### src/rtl/wb_pkg.sv
// Shared widths and the writeback entry type for the writeback unit.
package wb_pkg;
    localparam int XLEN     = 32;
    localparam int REG_AW   = 5;
    localparam int NUM_REGS = 32;

    typedef struct packed {
        logic [REG_AW-1:0] rd;
        logic [XLEN-1:0]   data;
    } wb_entry_t;
endpackage

### src/rtl/wb_unit_if.sv
// Writeback unit bus: issue/decode, ALU result, load result and register-file write port.
interface wb_unit_if #(
    parameter int DEPTH = 4
);
    import wb_pkg::*;
    localparam int CW = $clog2(DEPTH) + 1;

    logic              i_issue_valid;
    logic [REG_AW-1:0] i_issue_rd;
    logic [REG_AW-1:0] i_rs1_raddr;
    logic [REG_AW-1:0] i_rs2_raddr;
    logic              o_hazard;
    logic              i_alu_valid;
    logic [REG_AW-1:0] i_alu_rd;
    logic [XLEN-1:0]   i_alu_data;
    logic              i_ld_valid;
    logic              o_ld_ready;
    logic [REG_AW-1:0] i_ld_rd;
    logic [XLEN-1:0]   i_ld_data;
    logic              o_rd_wen;
    logic [REG_AW-1:0] o_rd_waddr;
    logic [XLEN-1:0]   o_rd_wdata;
    logic [CW-1:0]     o_ld_count;

    modport master (
        output i_issue_valid, i_issue_rd, i_rs1_raddr, i_rs2_raddr,
        output i_alu_valid, i_alu_rd, i_alu_data,
        output i_ld_valid, i_ld_rd, i_ld_data,
        input  o_hazard, o_ld_ready, o_rd_wen, o_rd_waddr, o_rd_wdata, o_ld_count
    );

    modport slave (
        input  i_issue_valid, i_issue_rd, i_rs1_raddr, i_rs2_raddr,
        input  i_alu_valid, i_alu_rd, i_alu_data,
        input  i_ld_valid, i_ld_rd, i_ld_data,
        output o_hazard, o_ld_ready, o_rd_wen, o_rd_waddr, o_rd_wdata, o_ld_count
    );
endinterface

### src/rtl/wb_fifo.sv
// Load-result FIFO; pointers carry one extra wrap bit to tell full from empty.
module wb_fifo
    import wb_pkg::*;
#(
    parameter int  DEPTH = 4,
    parameter type T     = wb_entry_t
) (
    input  logic                   i_clk,
    input  logic                   i_rst,
    input  logic                   i_push,
    input  T                       i_wdata,
    input  logic                   i_pop,
    output T                       o_rdata,
    output logic                   o_full,
    output logic                   o_empty,
    output logic [$clog2(DEPTH):0] o_count
);
    localparam int AW = $clog2(DEPTH);

    T             r_mem [DEPTH];
    logic [AW:0]  r_wptr;
    logic [AW:0]  r_rptr;

    always_ff @(posedge i_clk or posedge i_rst) begin
        if (i_rst) begin
            r_wptr <= '0;
            r_rptr <= '0;
        end else begin
            if (i_push) r_wptr <= r_wptr + 1'b1;
            if (i_pop)  r_rptr <= r_rptr + 1'b1;
        end
    end

    // Storage is not reset; only the pointers define which slots are live.
    always_ff @(posedge i_clk) begin
        if (i_push) r_mem[r_wptr[AW-1:0]] <= i_wdata;
    end

    assign o_rdata = r_mem[r_rptr[AW-1:0]];
    assign o_count = r_wptr - r_rptr;
    assign o_empty = (r_wptr == r_rptr);
    assign o_full  = (r_wptr[AW] != r_rptr[AW]) && (r_wptr[AW-1:0] == r_rptr[AW-1:0]);
endmodule

### src/rtl/wb_unit.sv
// Writeback initiator: ALU/load merge, registered write port and pending-write scoreboard.
// Define WB_BYPASS_EN when the register file forwards same-cycle writes to its read ports.
module wb_unit
    import wb_pkg::*;
#(
    parameter int DEPTH = 4
) (
    input logic       i_clk,
    input logic       i_rst,
    wb_unit_if.slave  bus
);
    localparam int CW = $clog2(DEPTH) + 1;

    wb_entry_t         w_ld_entry;
    wb_entry_t         w_head;
    wb_entry_t         w_sel_entry;
    logic              w_push;
    logic              w_pop;
    logic              w_sel;
    logic              w_wen_next;
    logic              w_full;
    logic              w_empty;
    logic [CW-1:0]     w_count;
    logic [NUM_REGS-1:0] w_busy_next;
    logic              w_inflight;

    logic              r_wen;
    logic [REG_AW-1:0] r_waddr;
    logic [XLEN-1:0]   r_wdata;
    logic [NUM_REGS-1:0] r_busy;

    assign w_ld_entry = wb_entry_t'{rd: bus.i_ld_rd, data: bus.i_ld_data};

    wb_fifo #(.DEPTH(DEPTH), .T(wb_entry_t)) u_fifo (
        .i_clk   (i_clk),
        .i_rst   (i_rst),
        .i_push  (w_push),
        .i_wdata (w_ld_entry),
        .i_pop   (w_pop),
        .o_rdata (w_head),
        .o_full  (w_full),
        .o_empty (w_empty),
        .o_count (w_count)
    );

    // ALU always wins; the FIFO head drains only in ALU bubbles.
    assign w_push      = bus.i_ld_valid && !w_full;
    assign w_pop       = !bus.i_alu_valid && !w_empty;
    assign w_sel       = bus.i_alu_valid || !w_empty;
    assign w_sel_entry = bus.i_alu_valid ? wb_entry_t'{rd: bus.i_alu_rd, data: bus.i_alu_data} : w_head;
    assign w_wen_next  = w_sel && (w_sel_entry.rd != '0);

    always_ff @(posedge i_clk or posedge i_rst) begin
        if (i_rst) begin
            r_wen   <= 1'b0;
            r_waddr <= '0;
            r_wdata <= '0;
        end else begin
            r_wen <= w_wen_next;
            if (w_sel) begin
                r_waddr <= w_sel_entry.rd;
                r_wdata <= w_sel_entry.data;
            end
        end
    end

    // A new issue to the same register outranks the retiring write.
    always_comb begin
        w_busy_next = r_busy;
        if (w_wen_next)        w_busy_next[w_sel_entry.rd] = 1'b0;
        if (bus.i_issue_valid) w_busy_next[bus.i_issue_rd] = 1'b1;
        w_busy_next[0] = 1'b0;
    end

    always_ff @(posedge i_clk or posedge i_rst) begin
        if (i_rst) r_busy <= '0;
        else       r_busy <= w_busy_next;
    end

`ifdef WB_BYPASS_EN
    assign w_inflight = 1'b0;
`else
    assign w_inflight = r_wen &&
        (((r_waddr == bus.i_rs1_raddr) && (bus.i_rs1_raddr != '0)) ||
         ((r_waddr == bus.i_rs2_raddr) && (bus.i_rs2_raddr != '0)));
`endif

    assign bus.o_hazard   = r_busy[bus.i_rs1_raddr] || r_busy[bus.i_rs2_raddr] || w_inflight;
    assign bus.o_ld_ready = !w_full;
    assign bus.o_ld_count = w_count;
    assign bus.o_rd_wen   = r_wen;
    assign bus.o_rd_waddr = r_waddr;
    assign bus.o_rd_wdata = r_wdata;
endmodule

### src/flat_wrapper.sv
// flat-port wrapper written by rule: the top's interface ports become plain ports
module wb_unit_flat import wb_pkg::*;
#(
    parameter int DEPTH = 4
)
  (i_clk, i_rst, bus_i_issue_valid, bus_i_issue_rd, bus_i_rs1_raddr, bus_i_rs2_raddr, bus_i_alu_valid, bus_i_alu_rd, bus_i_alu_data, bus_i_ld_valid, bus_i_ld_rd, bus_i_ld_data, bus_o_hazard, bus_o_ld_ready, bus_o_rd_wen, bus_o_rd_waddr, bus_o_rd_wdata, bus_o_ld_count);
  wb_unit_if #(.DEPTH(DEPTH)) bus_i ();
  input logic i_clk;
  input logic i_rst;
  input wire logic [$bits(bus_i.i_issue_valid)-1:0] bus_i_issue_valid;
  input wire logic [$bits(bus_i.i_issue_rd)-1:0] bus_i_issue_rd;
  input wire logic [$bits(bus_i.i_rs1_raddr)-1:0] bus_i_rs1_raddr;
  input wire logic [$bits(bus_i.i_rs2_raddr)-1:0] bus_i_rs2_raddr;
  input wire logic [$bits(bus_i.i_alu_valid)-1:0] bus_i_alu_valid;
  input wire logic [$bits(bus_i.i_alu_rd)-1:0] bus_i_alu_rd;
  input wire logic [$bits(bus_i.i_alu_data)-1:0] bus_i_alu_data;
  input wire logic [$bits(bus_i.i_ld_valid)-1:0] bus_i_ld_valid;
  input wire logic [$bits(bus_i.i_ld_rd)-1:0] bus_i_ld_rd;
  input wire logic [$bits(bus_i.i_ld_data)-1:0] bus_i_ld_data;
  output wire logic [$bits(bus_i.o_hazard)-1:0] bus_o_hazard;
  output wire logic [$bits(bus_i.o_ld_ready)-1:0] bus_o_ld_ready;
  output wire logic [$bits(bus_i.o_rd_wen)-1:0] bus_o_rd_wen;
  output wire logic [$bits(bus_i.o_rd_waddr)-1:0] bus_o_rd_waddr;
  output wire logic [$bits(bus_i.o_rd_wdata)-1:0] bus_o_rd_wdata;
  output wire logic [$bits(bus_i.o_ld_count)-1:0] bus_o_ld_count;
  assign bus_i.i_issue_valid = bus_i_issue_valid;
  assign bus_i.i_issue_rd = bus_i_issue_rd;
  assign bus_i.i_rs1_raddr = bus_i_rs1_raddr;
  assign bus_i.i_rs2_raddr = bus_i_rs2_raddr;
  assign bus_i.i_alu_valid = bus_i_alu_valid;
  assign bus_i.i_alu_rd = bus_i_alu_rd;
  assign bus_i.i_alu_data = bus_i_alu_data;
  assign bus_i.i_ld_valid = bus_i_ld_valid;
  assign bus_i.i_ld_rd = bus_i_ld_rd;
  assign bus_i.i_ld_data = bus_i_ld_data;
  assign bus_o_hazard = bus_i.o_hazard;
  assign bus_o_ld_ready = bus_i.o_ld_ready;
  assign bus_o_rd_wen = bus_i.o_rd_wen;
  assign bus_o_rd_waddr = bus_i.o_rd_waddr;
  assign bus_o_rd_wdata = bus_i.o_rd_wdata;
  assign bus_o_ld_count = bus_i.o_ld_count;
  wb_unit #(.DEPTH(DEPTH)) u_core (.i_clk(i_clk), .i_rst(i_rst), .bus(bus_i));
endmodule
### config.mk
export PLATFORM = sky130hd
export DESIGN_NAME = wb_unit_flat
export DESIGN_NICKNAME = d
export VERILOG_FILES = /design/src/rtl/wb_pkg.sv /design/src/rtl/wb_unit_if.sv /design/src/rtl/wb_fifo.sv /design/src/rtl/wb_unit.sv /design/src/flat_wrapper.sv
export SDC_FILE = /design/constraint.sdc
export NUM_CORES = 1
export LEC_CHECK = 0
export BUFFER_PORTS_ARGS = -buffer_cell sky130_fd_sc_hd__buf_2
export CAP_MARGIN = 20
export CORE_ASPECT_RATIO = 0.75
export CORE_MARGIN = 5
export CORE_UTILIZATION = 35
export DETAILED_ROUTE_END_ITERATION = 10
export SLEW_MARGIN = 20
export SYNTH_ARGS = -nofsm -noshare
export SYNTH_HDL_FRONTEND = slang
export SYNTH_SLANG_ARGS = --single-unit
### constraint.sdc
create_clock -name i_clk -period 4.05 [get_ports i_clk]
set_input_delay 0.2025 -clock i_clk [delete_from_list [all_inputs] [get_ports i_clk]]
set_output_delay 0.2025 -clock i_clk [all_outputs]
set_load 0.1 [all_outputs]
==> impl_metrics.env, run 1 <==
export IMPL_antenna_left=0
export IMPL_cts_resized=0
export IMPL_wire_per_inst_um=19.6
export IMPL_htreeDepth=1
export IMPL_grtUsageTotal_pct=15.3
export IMPL_synth_seq_area_share_pct=65.2
export IMPL_fin_nets=948
export IMPL_tightest_slew_ns=1.00
export IMPL_maxSlewViolCount=0
export IMPL_grt_pass1_wl_mm=37.7
export IMPL_clkLatencyLatePin_ns=0.50
export IMPL_ys_ff_latch=223
export IMPL_avgSynthCellArea_um2=15.1
export IMPL_hold_viol=0
export IMPL_grt_max_degree=43
export IMPL_cts_buffers=23
export IMPL_wl_mm=23.8
export IMPL_crit_type="reg -> reg"
export IMPL_cts_tree="yes"
export IMPL_ctsRootBufferMaster="clkbuf_16"
export IMPL_die_h_um=154
export IMPL_synth_edf_count=148
export IMPL_core_um2=27100
export IMPL_synth_top_area_cell="edfxtp_1"
export IMPL_layout_drive_gt1_share_pct=28.9
export IMPL_synth_cell_type_count=57
export IMPL_stdcell_count=1213
export IMPL_die_x_um=202
export IMPL_vias=6150
export IMPL_synth_nets=742
export IMPL_synth_flop_cell="edfxtp_1"
export IMPL_tns_ns=0
export IMPL_clk_pin_slew_ns=0.06
export IMPL_netlist_area_um2=9690
export IMPL_power_density_nw_per_um2=834
export IMPL_cap_violations=0
export IMPL_drc=0
export IMPL_overflow=0
export IMPL_synthTopCellsByArea="edfxtp_1 (46%), dfrtp_1 (19%), mux4_2 (11%)"
export IMPL_worstPathRequired_ns=4.43
export IMPL_ir_worst_vdd_v=0.000675
export IMPL_pin_count=137
export IMPL_start_kind="register"
export IMPL_fmax_ghz=0.323
export IMPL_synth_warnings=0
export IMPL_cts_hold_buf=68
export IMPL_fp_row_count=52
export IMPL_die_area_um2=31100
export IMPL_dp_cells=1104
export IMPL_synthCells=640
export IMPL_portBuffers=136
export IMPL_crit_arrival_ns=3.48
export IMPL_min_period_over_period_pct=76.4
export IMPL_drt_iter0_drc=369
export IMPL_layout_min_cycle_time_ns=3.09
export IMPL_diodes=0
export IMPL_grt_pass1_vias=6455
export IMPL_drtPass1Iterations=4
export IMPL_synth_top_area_share_pct=45.9
export IMPL_path_max_fanout=27
export IMPL_hold_class="in -> reg"
export IMPL_cts_max_path_buffers=3
export IMPL_place_gp_congestion=0.836
export IMPL_hold_slack_ns=0.0191
export IMPL_outcome="complete, no violations"
export IMPL_finClkSkew_ns=0.0141
export IMPL_grt_antenna_before_repair=0
export IMPL_syn_to_final_growth_pct=25.8
export IMPL_p_total_w=0.0102
export IMPL_p_leak_nw=4.68
export IMPL_relSlewSlack_pct=33.3
export IMPL_ys_async_sr_fraction_pct=33.6
export IMPL_clock_sinks=223
export IMPL_setup_viol=0
export IMPL_initial_core_util_pct=35.7
export IMPL_cts_setup_buffers=0
export IMPL_rsz0062_at_grt="false"
export IMPL_worst_setup_path_end_kind="register"
export IMPL_fillCellCount=2390
export IMPL_dp_hpwl_mm=15.9
export IMPL_vias_per_cell=5.07
sequential cells by signal (all words and copies together), names as in the netlist:
name,count
u_core.u_fifo.r_rptr,3
u_core.u_fifo.r_mem,148
u_core.r_busy,31
u_core.bus.o_rd_wen,1
u_core.u_fifo.r_wptr,3
u_core.bus.o_rd_wdata,32
u_core.bus.o_rd_waddr,5
critical path: stages (launching register included):
cell	delay, ns
dfrtp_2	0.58
buf_4	0.45
mux4_2	0.44
mux2i_4	0.24
or3b_4	0.48
o21ai_1	0.15
o31ai_1	0.08
dlygate4sd3_1	0.56
report_power, final:
group / total (W) / switching, W / internal (W)
logic: 0.00438 / 0.00318 / 0.00120
registers: 0.00364 / 0.000439 / 0.00320
clock network: 0.00215 / 0.000879 / 0.00127
total: 0.0102 / 0.00450 / 0.00566
routing by layer:
layer	vias to the layer above	global-route usage [%]	wire length (µm)
met1	3081	22.4	11200
met5	-	0	0
met2	169	24.0	11000
li1	2873	-	-
met4	0	3.26	359
met3	27	2.74	1220
cells by family after synthesis:
logic type | share of synthesized area, %
XOR/XNOR | 1.27
AO/OA/AOI/OAI | 6.88
buffers and inverters | 1.92
flip-flops | 65.2
multiplexers | 15.9
adder cells (fa/ha/maj) | 1.11
AND/OR/NAND/NOR | 7.68
synthesized netlist by cell type, drive strengths merged, types with 2 or more instances:
| master | number |
|---|---|
| a211oi | 2 |
| a21oi | 7 |
| a221oi | 3 |
| a22o | 11 |
| a22oi | 2 |
| a31oi | 7 |
| and2 | 4 |
| and3 | 6 |
| and4 | 2 |
| and4b | 2 |
| buf | 16 |
| clkbuf | 14 |
| dfrtp | 75 |
| edfxtp | 148 |
| ha | 7 |
| inv | 14 |
| mux2 | 5 |
| mux2i | 41 |
| mux4 | 47 |
| nand2 | 86 |
| nand2b | 3 |
| nand3 | 3 |
| nand3b | 3 |
| nand4 | 4 |
| nor2 | 13 |
| nor2b | 4 |
| nor3 | 3 |
| nor3b | 6 |
| nor4b | 2 |
| o21ai | 62 |
| o31ai | 2 |
| o41ai | 3 |
| or3 | 2 |
| or3b | 2 |
| or4 | 2 |
| xnor2 | 12 |
| xor2 | 2 |
cell usage in the layout (no fill, tap or decap), types with 11 or more instances in the layout:
cell type,count
mux2i_1,40
dlygate4sd3_1,68
xnor2_1,12
nand2_1,86
buf_2,136
o21ai_1,11
nor2_1,13
o21ai_0,50
edfxtp_1,148
a22o_1,11
inv_1,12
mux4_2,46
dfrtp_1,73
clkbuf_16,23
stage by stage:
stage / instance area (µm²) / setup slack [ns] / utilization, %
2_1_floorplan: 9690 / 0.349 / -
3_3_place_gp: 10700 / 1.23 / 39.6
3_5_place_dp: 10700 / 1.21 / 39.6
4_1_cts: 12200 / 0.921 / 44.9
5_1_grt: 12200 / 0.767 / 44.9
6_report: 12200 / 0.955 / 44.9
worst paths after layout:
path / start / end / slack, ns / cells past startpoint
setup / recovery: u_core.u_fifo.r_rptr[1] / u_core.r_busy[22] / 0.96 / 7
hold / removal: bus_i_issue_rd[1] / u_core.r_busy[23] / 0.02 / 3
setup reg to reg: u_core.u_fifo.r_rptr[1] / u_core.r_busy[22] / 0.96 / 7
hold reg to reg: u_core.bus.o_rd_wdata[4] / u_core.bus.o_rd_wdata[4] / 0.48 / 2
max in group asynchronous: i_rst / u_core.u_fifo.r_rptr[1] / 2.64 / 4
min in group asynchronous: i_rst / u_core.r_busy[28] / 0.37 / 3
final cells by class:
type	count	area (µm²)	area share [%]
Sequential cell	223	6320	51.9
Inverter	14	53.8	0.441
Timing Repair Buffer	211	1410	11.6
Clock inverter	11	118	0.965
Multi-Input combinational cell	373	3190	26.2
Tap cell	351	439	3.60
Clock buffer	30	652	5.35
No activity file was read; power rests on OpenSTA's default activity.
==> inputs of run 2 (changes only) <==
==> constraint.sdc (replaced) <==
create_clock -name i_clk -period 2.85 [get_ports i_clk]
set_input_delay 0.1425 -clock i_clk [delete_from_list [all_inputs] [get_ports i_clk]]
set_output_delay 0.1425 -clock i_clk [all_outputs]
set_load 0.1 [all_outputs]
==> run 2 against run 1 <==
Effect of this change:
- critical path depth is the same
- hold slack gained 0.046 ns
- via count grew 0.55%
- non-clock buffer count grew 16
- clock-buffer cell count grew 3
- sequential cell count is the same
- core utilization grew 0.57 points
- maximum frequency grew 16%
- power grew 43%
- cell area grew 1.3%
- worst setup slack lost 0.77 ns
- wire length shrank 1.3%
- critical path type unchanged
- largest power group unchanged
==> impl_metrics.env, run 2 (synthesis results as in run 1) <==
export IMPL_outcome="complete, no violations"
export IMPL_syn_to_final_growth_pct=27.4
export IMPL_grt_pass1_vias=6499
export IMPL_vias_per_cell=5.02
export IMPL_path_max_fanout=11
export IMPL_relSlewSlack_pct=39.7
export IMPL_grt_max_degree=39
export IMPL_die_h_um=154
export IMPL_rrSetupSlack_ns=0.19
export IMPL_multi_input_area_um2=3220
export IMPL_hold_class="in -> reg"
export IMPL_dp_hpwl_mm=15.8
export IMPL_die_area_um2=31100
export IMPL_pin_count=137
export IMPL_critPathLaunch="u_core.u_fifo.r_rptr[0]"
export IMPL_drtPass1Iterations=5
export IMPL_seqCellArea_um2=6320
export IMPL_cts_buffers=24
export IMPL_portBuffers=136
export IMPL_hold_viol=0
export IMPL_worstPathRequired_ns=3.23
export IMPL_clk_pin_slew_ns=0.07
export IMPL_maxSlewViolCount=0
export IMPL_die_x_um=202
export IMPL_core_um2=27100
export IMPL_drc=0
export IMPL_cp_endpoint="u_core.r_busy[22]"
export IMPL_r2r_cells=7
export IMPL_cts_tree="yes"
export IMPL_grt_pass1_wl_mm=36.7
export IMPL_wire_per_inst_um=19.1
export IMPL_largest_reg_flops=148
export IMPL_r2r_end="u_core.r_busy[22]"
export IMPL_crit_arrival_ns=3.04
export IMPL_hold_path_depth=3
export IMPL_clock_sinks=223
export IMPL_clkLatencyLatePin_ns=0.52
export IMPL_antenna_left=0
export IMPL_layout_setup_ws_ns=0.185
export IMPL_rsz0062_at_grt="false"
export IMPL_crit_type="reg -> reg"
export IMPL_layout_drive_gt1_share_pct=28.8
export IMPL_layout_min_cycle_time_ns=2.66
export IMPL_place_gp_congestion=0.815
export IMPL_fillCellCount=2374
export IMPL_post_place_ws_ns=0.533
export IMPL_fp_row_count=52
export IMPL_start_kind="register"
export IMPL_fin_nets=965
export IMPL_cts_resized=0
export IMPL_setup_viol=0
export IMPL_diodes=0
export IMPL_initial_core_util_pct=35.7
export IMPL_vias=6184
export IMPL_drt_iter0_drc=505
export IMPL_rr_startpoint="u_core.u_fifo.r_rptr[0]"
export IMPL_htreeDepth=1
export IMPL_p_leak_nw=4.74
export IMPL_cap_violations=0
export IMPL_cts_max_path_buffers=3
export IMPL_final_cell_mix="edfxtp_1 (148), buf_2 (136), nand2_1 (86)"
export IMPL_ir_worst_vdd_v=0.00102
export IMPL_grt_antenna_before_repair=0
export IMPL_min_period_over_period_pct=93.5
export IMPL_tns_ns=0
export IMPL_finClkSkew_ns=0.0261
export IMPL_wl_mm=23.5
export IMPL_grtUsageTotal_pct=14.7
export IMPL_fmax_ghz=0.375
export IMPL_tightest_slew_ns=0.903
export IMPL_overflow=0
export IMPL_stdcell_area_um2=12300
export IMPL_worst_setup_path_end_kind="register"
export IMPL_place_area_um2=10800
export IMPL_power_density_nw_per_um2=1170
export IMPL_ctsRootBufferMaster="clkbuf_16"
export IMPL_final_common_cell="edfxtp_1"
==> run 2: cell count changes in the layout (fill, tap and decap cells not counted), sizes merged <==
| cell | delta |
|---|---|
| clkinvlp | -2 |
| inv | -1 |
| buf | +8 |
| dlygate4sd3 | +8 |
| clkinv | +4 |
| bufinv | -1 |
| clkbuf | +3 |
==> run 2: timing repair <==
| item | in CTS | in global routing |
|---|---|---|
| hold endpoints to repair | 204 | 0 |
| hold buffers | 76 | 0 |
| endpoints found under the setup margin | 0 | 1 |
| setup buffers | 0 | 4 |
==> run 2: per-stage QoR <==
| step | instances | power [W] | utilization (%) | hold WS, ns |
|---|---|---|---|---|
| 3_3_place_gp | 1108 | 0.0114 | 39.8 | 0.110 |
| 6_report | 1232 | 0.0145 | 45.5 | 0.0648 |
| 2_1_floorplan | 640 | 0.0101 | - | 0.241 |
| 5_1_grt | 1232 | 0.0152 | 45.5 | 0.0677 |
| 4_1_cts | 1228 | 0.0146 | 45.4 | 0.0414 |
| 3_5_place_dp | 1108 | 0.0115 | 39.8 | 0.105 |
==> run 2: report_power, final <==
| part | internal, W | switching, W | leakage, nW |
|---|---|---|---|
| clock | 0.00172 | 0.00123 | 0.374 |
| sequential | 0.00454 | 0.000603 | 2.26 |
| combinational | 0.00181 | 0.00459 | 2.11 |
| total | 0.00807 | 0.00642 | 4.74 |
==> run 2: how the worst min path moves through the flow <==
stage	startpoint	slack, ns	end
after floorplan	bus_i_issue_rd[0]	0.24	u_core.r_busy[22]
after global placement	i_rst	0.11	u_core.r_busy[23]
after detailed placement	i_rst	0.11	u_core.r_busy[23]
after CTS	bus_i_issue_rd[4]	0.04	u_core.r_busy[13]
after global routing	bus_i_alu_rd[4]	0.07	u_core.bus.o_rd_waddr[4]
final	bus_i_alu_rd[0]	0.06	u_core.bus.o_rd_wen
==> run 2: routing by layer <==
metal  wire, µm  part of all wire [%]  track usage (%)  vias to the layer above
met5          0                     0                0                        -
met4        416                   1.8             3.00                        0
met3       1320                   5.6             2.25                       30
met2      11200                    48             24.8                      188
met1      10500                    45             20.5                     3050
li1           -                     -                -                     2916
==> run 2: final cells by class <==
class                   instances  share of cell area (%)
flip-flops and latches        223                    51.2
multi-input cells             373                    26.1
repair buffers                227                    12.6
clock buffers                  33                    5.38
well taps                     351                    3.56
clock inverters                11                   0.740
inverters                      14                   0.436
==> run 2: worst max-delay path, stage by stage, from the launching register on <==
cell and delay, ns:
dfrtp_2 0.45, buf_4 0.17, ha_1 0.33, and4_2 0.32
or3b_4 0.46, o21ai_1 0.15, o31ai_1 0.09, dlygate4sd3_1 0.56
==> inputs of run 3 (changes only) <==
--- a/config.mk
+++ b/config.mk
@@ -8,7 +8,6 @@
 export BUFFER_PORTS_ARGS = -buffer_cell sky130_fd_sc_hd__buf_2
 export CAP_MARGIN = 20
 export CORE_ASPECT_RATIO = 0.75
-export CORE_MARGIN = 5
 export CORE_UTILIZATION = 35
 export DETAILED_ROUTE_END_ITERATION = 10
 export SLEW_MARGIN = 20
==> run 3 against run 2 <==
Effect of this change:
- die area fell by 8.9%
- critical path type unchanged
- worst setup slack lost 0.026 ns
- core utilization grew 0.14 points
- global-route usage is 2.0 points higher
- cell count decreased by 0.16%
- largest cell class unchanged
==> impl_metrics.env, run 3 (synthesis results as in run 1) <==
export IMPL_outcome="complete, no violations"
export IMPL_grt_antenna_before_repair=4
export IMPL_fmax_ghz=0.372
export IMPL_drt_iter0_drc=535
export IMPL_seqCellArea_um2=6320
export IMPL_cts_max_path_buffers=3
export IMPL_critPathLaunch="u_core.u_fifo.r_rptr[0]"
export IMPL_hold_viol=0
export IMPL_drtPass1Iterations=5
export IMPL_grtUsageTotal_pct=16.7
export IMPL_p_leak_nw=4.72
export IMPL_ir_worst_vdd_v=0.000969
export IMPL_met1_usage_pct=24.2
export IMPL_min_from="bus_i_alu_valid"
export IMPL_relSlewSlack_pct=54.9
export IMPL_place_gp_congestion=0.848
export IMPL_tns_ns=0
export IMPL_setup_viol=0
export IMPL_finClkSkew_ns=0.00786
export IMPL_largest_reg_flops=148
export IMPL_grt_max_degree=46
export IMPL_clk_pin_slew_ns=0.06
export IMPL_grt_busiest_layer="met2"
export IMPL_layout_min_cycle_time_ns=2.69
export IMPL_min_period_over_period_pct=94.4
export IMPL_htreeDepth=1
export IMPL_wire_per_inst_um=18.9
export IMPL_drc=0
export IMPL_die_x_um=194
export IMPL_clock_sinks=223
export IMPL_stdcell_count=1230
export IMPL_overflow=0
export IMPL_max_stage_delay_ns=0.59
export IMPL_ctsRootBufferMaster="clkbuf_16"
export IMPL_wl_mm=23.3
export IMPL_final_common_cell="edfxtp_1"
export IMPL_core_um2=27100
export IMPL_cp_cell_sequence="mux4_2 > mux2i_4 > or3b_4 > o21ai_1 > o31ai_1 > dlygate4sd3_1"
export IMPL_fin_util_pct=45.6
export IMPL_layout_drive_gt1_share_pct=28.8
export IMPL_cts_buffers=24
export IMPL_vias_per_cell=5.07
export IMPL_multi_input_area_um2=3220
export IMPL_initial_core_util_pct=35.8
export IMPL_dp_cells=1108
export IMPL_clkLatencyLatePin_ns=0.51
export IMPL_crit_type="reg -> reg"
export IMPL_grt_pass1_wl_mm=36.9
export IMPL_die_h_um=146
export IMPL_cap_violations=0
export IMPL_grt_pass1_vias=6460
export IMPL_start_kind="register"
export IMPL_dp_hpwl_mm=15.2
export IMPL_power_density_nw_per_um2=1180
export IMPL_final_cell_mix="edfxtp_1 (148), buf_2 (136), nand2_1 (86)"
export IMPL_hold_class="in -> reg"
export IMPL_fillCellCount=2429
export IMPL_crit_arrival_ns=3.09
export IMPL_rsz0062_at_grt="false"
export IMPL_die_area_um2=28400
export IMPL_portBuffers=136
export IMPL_crit_slowest_cell="mux4_2"
export IMPL_path_max_fanout=8
export IMPL_cts_tree="yes"
export IMPL_antenna_left=0
export IMPL_rr_startpoint="u_core.u_fifo.r_rptr[0]"
export IMPL_vias=6230
export IMPL_worstPathRequired_ns=3.24
export IMPL_fin_nets=960
export IMPL_grt_use_met3_pct=3.40
export IMPL_gr_usage_met2_pct=25.7
export IMPL_maxSlewViolCount=0
export IMPL_tightest_slew_ns=0.676
export IMPL_worst_setup_path_end_kind="register"
export IMPL_fp_row_count=52
export IMPL_pin_count=137
export IMPL_syn_to_final_growth_pct=27.5
-- run 3: cell types whose count changed in the layout (fill, tap and decap cells not counted), moves of 2 or more --
| cell | delta |
|---|---|
| buf_4 | -5 |
| clkinvlp_4 | +3 |
| diode_2 | +3 |
| clkbuf_1 | -2 |
| clkinv_2 | -2 |
-- run 3: metal layers --
layer	up-vias	part of all wire, %
li1	2916	-
met1	3076	48
met2	193	44
met3	43	5.3
met4	2	2.1
met5	-	0.060
-- run 3: report_power, final --
group          internal, W  switching (W)  leakage (nW)  total [W]
sequential         0.00454       0.000617          2.26    0.00516
clock              0.00180        0.00126         0.377    0.00306
combinational      0.00177        0.00462          2.09    0.00638
total              0.00810        0.00650          4.72     0.0146
-- run 3: final cells by class --
class,count,share of cell area (%)
Sequential cell,223,51.2
Multi-Input combinational cell,373,26.0
Timing Repair Buffer,222,12.4
Clock buffer,33,5.63
Tap cell,351,3.56
Clock inverter,11,0.709
Inverter,14,0.436
Antenna cell,3,0.0608
-- run 3: stage by stage --
stage	hold slack (ns)	total power [W]	cell area, µm²	setup WS [ns]
finish	0.0403	0.0146	12400	0.159
global route	0.0533	0.0153	12300	0.0432
CTS	0.0149	0.0147	12300	0.151
detailed placement	0.273	0.0115	10800	0.610
global placement	0.270	0.0115	10800	0.629
floorplan	0.241	0.0101	9740	0.0106
-- run 3: worst paths after layout --
kind / slack, ns / endpoint / cells past startpoint
min in group asynchronous: 0.26 / u_core.bus.o_rd_wdata[19] / 3
max in group asynchronous: 1.90 / u_core.u_fifo.r_rptr[0] / 4
worst max register to register: 0.16 / u_core.r_busy[22] / 6
worst max-delay path: 0.16 / u_core.r_busy[22] / 6
worst min register to register: 0.47 / u_core.bus.o_rd_wdata[9] / 2
worst min-delay path: 0.04 / u_core.bus.o_rd_waddr[2] / 3
-- run 3: critical path, delay by kind of cell, from the launching register on --
family / cells / cell delay [ns]
DFF: 1 / 0.50
and+or+nand+nor: 1 / 0.45
muxes: 2 / 0.83
AOI/OAI and AO/OA: 2 / 0.24
buffers and inverters: 1 / 0.55
-- run 3: timing repair --
action                    4_1_cts  5_1_grt
setup buffers                   0        0
hold endpoints to repair      213        0
hold buffers                   75        0
gates resized for setup         0        0
